[src/rtl/sram_line_pkg.sv]
// Shared geometry, state encoding and address helper for the L2 line-to-SRAM-beat bridge.
package sram_line_pkg;

  localparam int BEATS     = 16;
  localparam int BEAT_W    = 48;
  localparam int DM_W      = 6;
  localparam int LINE_W    = BEATS * BEAT_W;
  localparam int DM_LINE_W = BEATS * DM_W;

  typedef enum logic [1:0] {
    ST_IDLE,
    ST_ISSUE,
    ST_DRAIN,
    ST_ACK
  } state_t;

  // Beat address keeps the 64-byte line tag; only bits [5:2] walk across the line.
  function automatic logic [31:0] beat_addr(input logic [25:0] line_tag,
                                            input logic [3:0]  idx);
    return {line_tag, idx, 2'b00};
  endfunction

endpackage

[src/rtl/sram_rd_tracker.sv]
// Tags accepted read beats through an RD_LAT-deep valid pipe and counts returned beats.
module sram_rd_tracker
  import sram_line_pkg::*;
#(
  parameter int RD_LAT = 2
) (
  input  logic       clk,
  input  logic       rst,
  input  logic       clr,
  input  logic       push,
  output logic       cap,
  output logic [3:0] idx,
  output logic       done
);

  logic [RD_LAT-1:0] vld_p;
  logic [4:0]        r;

  // Stage boundary: one valid bit per cycle of SRAM read latency.
  always_ff @(posedge clk) begin
    if (rst) begin
      vld_p <= '0;
    end else begin
      vld_p[0] <= push;
      for (int i = 1; i < RD_LAT; i++) vld_p[i] <= vld_p[i-1];
    end
  end

  always_ff @(posedge clk) begin
    if (rst || clr) begin
      r <= '0;
    end else if (cap && !r[4]) begin
      r <= r + 5'd1;
    end
  end

  assign cap  = vld_p[RD_LAT-1];
  assign idx  = r[3:0];
  // Looks one capture ahead so the sequencer can leave DRAIN as the last beat lands.
  assign done = r[4] || (cap && (r == 5'd15));

endmodule

[src/rtl/sram_line_sequencer.sv]
// Bridges one 768-bit L2 line request to sixteen 48-bit SRAM beats with in-order read return.
module sram_line_sequencer
  import sram_line_pkg::*;
#(
  parameter int RD_LAT    = 2,
  parameter bit SKIP_ZERO = 1'b1
) (
  input  logic                 clk,
  input  logic                 rst,
  input  logic [31:0]          ws_addr,
  input  logic [LINE_W-1:0]    ws_din,
  input  logic [DM_LINE_W-1:0] ws_dm,
  input  logic                 ws_stb,
  input  logic                 ws_we,
  output logic                 ws_ack,
  output logic [LINE_W-1:0]    ws_dout,
  output logic [31:0]          sram_addr,
  output logic [BEAT_W-1:0]    sram_din,
  output logic [DM_W-1:0]      sram_dm,
  output logic                 sram_stb,
  input  logic                 sram_nak,
  input  logic [BEAT_W-1:0]    sram_dout
);

  state_t                 state, state_nxt;
  logic [4:0]             k, k_nxt;
  logic [4:0]             e;
  logic [3:0]             ei;
  logic                   issue_vld;
  logic                   accept;
  logic                   skip_en;
  logic                   start;
  logic [25:0]            line_tag;
  logic [LINE_W-1:0]      line_din;
  logic [DM_LINE_W-1:0]   line_dm;
  logic                   line_we;
  logic                   rd_cap;
  logic [3:0]             rd_idx;
  logic                   rd_done;
  logic                   unused_addr_lsb;

  assign unused_addr_lsb = ^ws_addr[5:0];
  assign start           = (state == ST_IDLE) && ws_stb;
  assign skip_en         = SKIP_ZERO && line_we;

  always_ff @(posedge clk) begin
    if (rst) begin
      state <= ST_IDLE;
      k     <= '0;
    end else begin
      state <= state_nxt;
      k     <= k_nxt;
    end
  end

  // Request capture: the line is held for the whole transaction.
  always_ff @(posedge clk) begin
    if (start) begin
      line_tag <= ws_addr[31:6];
      line_din <= ws_din;
      line_dm  <= ws_dm;
      line_we  <= ws_we;
    end
  end

  // Priority search for the first beat at or after k that needs an SRAM access; 16 = none left.
  always_comb begin
    e = 5'd16;
    for (int i = BEATS - 1; i >= 0; i--) begin
      if ((5'(i) >= k) && (!skip_en || (line_dm[i*DM_W +: DM_W] != '0))) e = 5'(i);
    end
  end

  assign ei        = e[3:0];
  assign issue_vld = (state == ST_ISSUE) && !e[4];
  assign accept    = sram_stb && !sram_nak;

  always_comb begin
    sram_stb  = issue_vld;
    sram_addr = '0;
    sram_din  = '0;
    sram_dm   = '0;
    if (issue_vld) begin
      sram_addr = beat_addr(line_tag, ei);
      sram_din  = line_din[int'(ei)*BEAT_W +: BEAT_W];
      sram_dm   = line_we ? line_dm[int'(ei)*DM_W +: DM_W] : '0;
    end
  end

  always_comb begin
    state_nxt = state;
    k_nxt     = k;
    ws_ack    = 1'b0;
    case (state)
      ST_IDLE: begin
        if (ws_stb) begin
          state_nxt = ST_ISSUE;
          k_nxt     = '0;
        end
      end
      ST_ISSUE: begin
        // A nak leaves k parked on the presented beat so the outputs hold.
        k_nxt = accept ? (e + 5'd1) : e;
        if (e[4]) state_nxt = (line_we || rd_done) ? ST_ACK : ST_DRAIN;
      end
      ST_DRAIN: begin
        if (rd_done) state_nxt = ST_ACK;
      end
      ST_ACK: begin
        ws_ack    = 1'b1;
        state_nxt = ST_IDLE;
      end
      default: state_nxt = ST_IDLE;
    endcase
  end

  sram_rd_tracker #(
    .RD_LAT(RD_LAT)
  ) u_rd_tracker (
    .clk (clk),
    .rst (rst),
    .clr (start),
    .push(accept && !line_we),
    .cap (rd_cap),
    .idx (rd_idx),
    .done(rd_done)
  );

  // Return stage: each tagged beat lands in its slot of the read line.
  always_ff @(posedge clk) begin
    if (rst) begin
      ws_dout <= '0;
    end else if (rd_cap) begin
      ws_dout[int'(rd_idx)*BEAT_W +: BEAT_W] <= sram_dout;
    end
  end

endmodule
[config.mk]
export PLATFORM = sky130hd
export DESIGN_NAME = sram_line_sequencer
export DESIGN_NICKNAME = d
export VERILOG_FILES = /design/src/rtl/sram_line_pkg.sv /design/src/rtl/sram_rd_tracker.sv /design/src/rtl/sram_line_sequencer.sv
export SDC_FILE = /design/constraint.sdc
export NUM_CORES = 2
export LEC_CHECK = 0
export ABC_CLOCK_PERIOD_IN_PS = 31300
export CAP_MARGIN = 20
export CELL_PAD_IN_SITES_DETAIL_PLACEMENT = 1
export CELL_PAD_IN_SITES_GLOBAL_PLACEMENT = 1
export CORE_AREA = 2 2 701 703
export CTS_CLUSTER_SIZE = 14
export DETAILED_ROUTE_END_ITERATION = 12
export DIE_AREA = 0 0 703 705
export PLACE_DENSITY = 0.35
export SYNTH_ARGS = -nofsm -noshare
export SYNTH_HDL_FRONTEND = slang
export SYNTH_HIERARCHICAL = 1
export SYNTH_SLANG_ARGS = --single-unit
[constraint.sdc]
create_clock -name clk -period 31.3 [get_ports clk]
set_clock_uncertainty 0.1 [all_clocks]
set_input_delay 4.695 -clock clk [delete_from_list [all_inputs] [get_ports clk]]
set_output_delay 4.695 -clock clk [all_outputs]
set_load 0.01 [all_outputs]
Word level (Yosys, flattened, before mapping)
Cells that the tools add are included.
{ "word_totals": {"regBits": 1673, "inputBits": 949, "out_inout_bits": 856, "wordCells": 137} }
{ "op_classes": {"n_addsub": 3, "mul": 3, "n_lt_le_gt_ge": 16, "n_eq_ne": 7, "shifts": 4, "muxes": 30, "n_reduce_logical": 65} }
{ "op_table": {"columns": ["cell", "n"], "rows": [
  ["768-bit bitwise mux", 1],
  ["48-bit by 33-bit variable shift with 768-bit output, first input constant", 1],
  ["48-bit by 33-bit variable part select with 768-bit output", 1],
  ["768-bit by 11-bit variable part select with 48-bit output", 1],
  ["6-bit nonzero test", 16],
  ["96-bit by 8-bit variable part select with 6-bit output", 1],
  ["5-bit two-way mux", 18],
  ["48-bit two-way mux", 1],
  ["4-bit by 5-bit greater-or-equal comparator with 1-bit output, first input constant", 8],
  ["10-bit negation with 33-bit output", 1],
  ["32-bit two-way mux", 1],
  ["1-bit logical AND", 22],
  ["3-bit by 5-bit greater-or-equal comparator with 1-bit output, first input constant", 4],
  ["1-bit logical OR", 19],
  ["4-bit by 2-bit multiplier with 6-bit output, second input constant", 3],
  ["6-bit two-way mux", 2],
  ["5-bit by 1-bit adder with 5-bit output, second input constant", 2],
  ["1-bit by 5-bit greater-or-equal comparator with 1-bit output, first input constant", 2],
  ["2-bit by 5-bit greater-or-equal comparator with 1-bit output, first input constant", 2],
  ["5-bit case mux with 2 select lines", 1],
  ["2-bit case mux with 4 select lines", 1],
  ["2-bit two-way mux", 3],
  ["2-bit inequality test, second input constant", 3],
  ["5-bit by 4-bit equality test with 1-bit output, second input constant", 1],
  ["8 further kinds", 13]
]} }

Depth between registers and ports, before layout
{ "depth": {"word_depth": 24, "mapped_depth": 19} }

Cells and area by module
Netlist, hierarchy kept.
{ "modules_own_cells": {"columns": ["mod", "instances", "cells_each", "area_each_um2", "seq_area_each_um2"], "rows": [
  ["sram_line_sequencer", 1, 6064, 66681.5, 42270.5],
  ["sram_rd_tracker", 1, 36, 325.3, 140.1]
]} }

Worst setup path after synthesis
No wires, ideal clock.
{ "synth_path": {"kind": "input -> register", "start": "input port ws_stb", "end": "register u_rd_tracker.r[0]", "setup_time_ps": 144, "arrival_ps": 26686, "slack_ps": 4370, "path_stages": 3, "n_path_buf": 0, "path_cell_list": "and2_1 > or2_2 > nor2_1"} }
{ "synth_between": {"elab_chain_len": 2} }
{ "synth_rtl": {"columns": ["item", "line_no", "text"], "rows": [
  ["from (decl)", "sram_line_sequencer.sv:13", "input logic ws_stb,"],
  ["1-bit logical AND", "sram_line_sequencer.sv:43", "assign start = (state == ST_IDLE) && ws_stb;"],
  ["1-bit logical OR", "sram_rd_tracker.sv:30", "if (rst || clr) begin"],
  ["to (signal assigned)", "sram_rd_tracker.sv:33", "r <= r + 5'd1;"],
  ["to (decl)", "sram_rd_tracker.sv:17", "logic [4:0] r;"]
]} }
Every way passes these cells.
A chain may end at the register's enable or synchronous reset.

Final worst setup path
{ "layout_path": {"start": "register line_we", "end": "output port sram_din[13]"} }
{ "layout_between": {"elab_chain_len": 22, "word_cells_on_any_way": 54, "cone_classes": "1 x mul; 1 x shift; 17 x mux; 35 x reduce/logical"} }
{ "layout_rtl": {"columns": ["item", "line_no", "text"], "rows": [
  ["from (decl)", "sram_line_sequencer.sv:36", "logic line_we;"],
  ["from (signal assigned)", "sram_line_sequencer.sv:62", "line_we <= ws_we;"],
  ["1-bit zero test *", "sram_line_sequencer.sv:70", "if ((5'(i) >= k) && (!skip_en || (line_dm[i*DM_W +: DM_W] != '0))) e = 5'(i);"],
  ["1-bit logical OR", "sram_line_sequencer.sv:70", null],
  ["1-bit logical AND", "sram_line_sequencer.sv:70", null],
  ["5-bit two-way mux (15 in series)", "sram_line_sequencer.sv:70", null],
  ["5-bit two-way mux *", "sram_line_sequencer.sv:70", null],
  ["4-bit by 2-bit multiplier with 6-bit output / 1-bit zero test (equally long branches)", "sram_line_sequencer.sv:85, sram_line_sequencer.sv:75", null],
  ["768-bit by 11-bit variable part select with 48-bit output / 1-bit logical AND (equally long branches)", "sram_line_sequencer.sv:85, sram_line_sequencer.sv:75", null],
  ["48-bit two-way mux *", "sram_line_sequencer.sv:83", "if (issue_vld) begin"],
  ["to (decl)", "sram_line_sequencer.sv:18", "output logic [BEAT_W-1:0] sram_din,"]
]} }
Mark *: on every way between the ends. The rest lies on a longest branch, timed or not.

==> metrics.md <==
| Metric | Value |
|---|---|
| Run status | `completed` |
| Worst setup path class | `reg -> out` |
| Unrepaired setup endpoints after global routing | `false` |
| Most frequent cell after synthesis | `nor2_1` |
| Crit path time final | `12.76 ns` |
| Maximum vdd drop | `0.0000461 V` |
| Crit path max-delay cell type | `edfxtp_1` |
| Total track usage | `16.8%` |
| Reg clk slew, reported paths | `0.06 ns` |
| DRT Wirelength | `434000 um` |
| #FFs+latches synth | `1673` |
| Synth Cell Area | `0.0670 sq mm` |
| Yosys warning count | `6` |
| Via count | `57283` |
| Global-route wire length before repair | `567000 um` |
| Relative slew slack | `16.3%` |
| Setup crit end kind | `primary output` |
| Hold-fix buffers, CTS | `0` |
| Most used cell, CP | `buf_4` |
| Reg-to-reg setup timing slack | `25.49 ns` |
| Max Root-Sink Buffers | `4` |
| WHS Endpoint | `ws_dout[396]$_SDFFE_PP0P_` |
| Critical Path Fanout Max | `56` |
| Top cells by count, synth | `nor2_1, edfxtp_1, dfxtp_1` |
| Layout cells sized above 1 | `9.72%` |
| Vias per std cell | `3.93` |
| CTS resizes | `0` |
| Final hold violation count | `0` |
| Area leader, netlist | `edfxtp_1` |
| Tightest Pin Transition | `1.26 ns` |
| Max incr delay on CP | `0.93 ns` |
| Crit path max-delay family | `buffers and inverters` |
| Hold Crit Class | `reg -> reg` |
| Critical Path RT | `26.51 ns` |
| Number of synthesized flops with an enable pin | `891` |
| Leakage | `0.0318 uW` |
| Largest net degree at the start of global routing | `135` |
| Top post-synthesis cells by area | `edfxtp_1, dfxtp_1, nor2_1` |
| Ys async rst share | `0%` |
| Root buffer cell | `clkbuf_16` |
| Worst Path Buf+Inv | `4` |
| Synth top area share | `39.9%` |
| Setup violations, final | `0` |
| Min-delay src | `ws_dout[396]$_SDFFE_PP0P_` |
| Die ar. | `0.496 sq mm` |
| Crit-path cells | `or3b_1 -> o21ai_1 -> nand4_1 -> a311oi_1 -> o211a_4 -> buf_4 -> buf_4 -> buf_4 -> nand2_1 -> nand3_1 -> nand3_1 -> a2111oi_2 -> clkdlybuf4s50_1` |
| Vias in the first global route | `59152` |
| Achievable Freq | `78.3 MHz` |
| Sequential fraction of the synthesis area | `63.3%` |
| Top Ports | `1805` |
| Port Buffers | `1796` |
| Total clock sinks | `1673` |
| Routed Antenna Nets | `0` |
| Distinct cell type count of the synthesized netlist | `81` |
| H-Tree Depth | `4` |
| Max-cap viol count | `0` |
| Initial Util | `13.7%` |
| Drt wl/cell | `29.8 um` |
| Chip height | `705 um` |
| Congestion Overflow GR | `0` |
| Crit path DAT | `7.97 ns` |
| Syn Area/Cell | `11.0 sq um` |
| Area grow syn2layout | `50.2%` |
| Core region area | `0.488 sq mm` |
| Setup TNS | `0 ns` |
| Final slew viol count | `0` |
| Final Worst Setup Slack | `18.54 ns` |
| Worst skew pair latency | `0.95 ns` |
| Final Cycle Share | `40.8%` |
| Top FF cell, synth | `edfxtp_1` |
| Dpl ws | `19.25 ns` |
| CP startpoint kind | `flop` |
| First DRT Iteration DRCs | `2987` |
| FP Rows | `257` |
| Final #Nets | `8820` |
| Worst R2R Start | `u_rd_tracker/r[1]$_SDFFE_PP0P_` |
| PD cells | `60.5 mW/mm^2` |
| Total CTS buffers | `222` |
| Cells on worst reg2reg path | `16` |
| Hold depth | `2` |
| GP Congestion | `0.806` |
| FILL cells | `55377` |
| Die X | `703 um` |
| Post-Synthesis Cells | `6100` |
| Initial antenna violation count | `269` |
| Post-CTS setup buffer count | `0` |
| Reg2reg end | `ws_dout[24]$_SDFFE_PP0P_` |
| Post-DP HPWL | `332000 um` |
| Drt drc | `0` |
| Pre-antenna DRT Iters | `5` |
| CTS tree | `yes` |
cell type report:
| type | instances | area, sq um | area share [%] |
|---|---|---|---|
| sequential | 1673 | 42400 | 42.1 |
| antenna | 61 | 153 | 0.152 |
| timing repair buffer | 2043 | 20100 | 19.9 |
| tap | 6475 | 8100 | 8.05 |
| clock inverter | 109 | 982 | 0.976 |
| multi-input combinational | 3898 | 22800 | 22.7 |
| clock buffer | 290 | 6070 | 6.03 |
| inverter | 18 | 82.6 | 0.0820 |
stage by stage:
stage	cell area (sq um)	util, %	hold slack (ns)	power (uW)	instances
6_report	101000	20.6	0.362	6090	14567
5_1_grt	101000	20.6	0.384	6370	14520
4_1_cts	100000	20.6	0.363	6240	14499
3_5_place_dp	93300	19.1	0.354	3620	14100
3_3_place_gp	93200	19.1	0.357	3610	14091
2_1_floorplan	67000	-	0.314	3470	6101
metal layers:
metal / vias up / track usage, % / part of all wire [%]
li1: 25812 / - / -
met1: 28590 / 17.3 / 36
met2: 1892 / 32.5 / 54
met3: 843 / 4.88 / 6.7
met4: 146 / 5.06 / 3.6
met5: - / 0 / 0.21
layout by cell type (no fill, tap or decap), types with 20 or more instances in the layout:
cell type,Yosys,routed
a2111oi_2,48,48
a211oi_1,413,412
a21oi_1,375,365
a22oi_1,177,177
a32o_1,54,54
and2_1,33,32
buf_4,25,229
clkbuf_1,327,45
clkbuf_16,0,226
clkbuf_8,0,20
clkdlybuf4s50_1,0,1795
clkinv_1,0,36
clkinv_2,0,37
dfxtp_1,782,781
diode_2,0,61
edfxtp_1,891,891
mux2_2,64,64
mux2i_1,265,265
nand2_1,620,617
nand2b_1,23,23
nand3_1,266,264
nor2_1,913,892
nor2_2,6,24
nor2b_1,68,68
nor3_1,361,353
nor4_1,22,22
o21ai_0,36,35
kinds of logic after synthesis:
| kind of cell | synth area share [%] |
|---|---|
| XOR/XNOR | 0.190 |
| buffers and inverters | 3.36 |
| AO/OA/AOI/OAI | 12.7 |
| other | 0.00560 |
| flip-flops | 63.3 |
| AND/OR/NAND/NOR | 15.1 |
| adder cells (fa/ha/maj) | 0.291 |
| multiplexers | 5.03 |
flip-flops by register name (all words and copies together) (netlist names):
signal              flops
line_din              768
u_rd_tracker/vld_p      2
line_tag               26
k                       5
u_rd_tracker/r          5
state                   2
line_we                 1
ws_dout               768
line_dm                96
report_power, final:
part / total [uW] / internal (uW) / switching [uW]
Clock: 2550 / 1460 / 1080
Sequential: 2770 / 2680 / 93.8
Combinational: 770 / 272 / 499
Total: 6090 / 4420 / 1680
worst max-delay path by stage:
stage	from	end	slack, ns	cells after the start
floorplan	ws_stb	u_rd_tracker/r[0]$_SDFFE_PP0P_	4.37	3
global route	line_we$_DFFE_PP_	sram_din[13]	18.01	13
global placement	line_we$_DFFE_PP_	sram_din[13]	19.23	13
finish	line_we$_DFFE_PP_	sram_din[13]	18.54	13
CTS	line_we$_DFFE_PP_	sram_din[13]	18.19	13
detailed placement	line_we$_DFFE_PP_	sram_din[13]	19.25	13
worst register-to-register path: cells and delay by family (launching register included):
family                     cells  cell delay (ns)
and+or+nand+nor                6             1.67
DFF                            1             0.43
adders and majority gates      2             1.30
buffers and inverters          5             1.48
AOI/OAI and AO/OA              3             0.74
(Power assumes the default switching activity.)
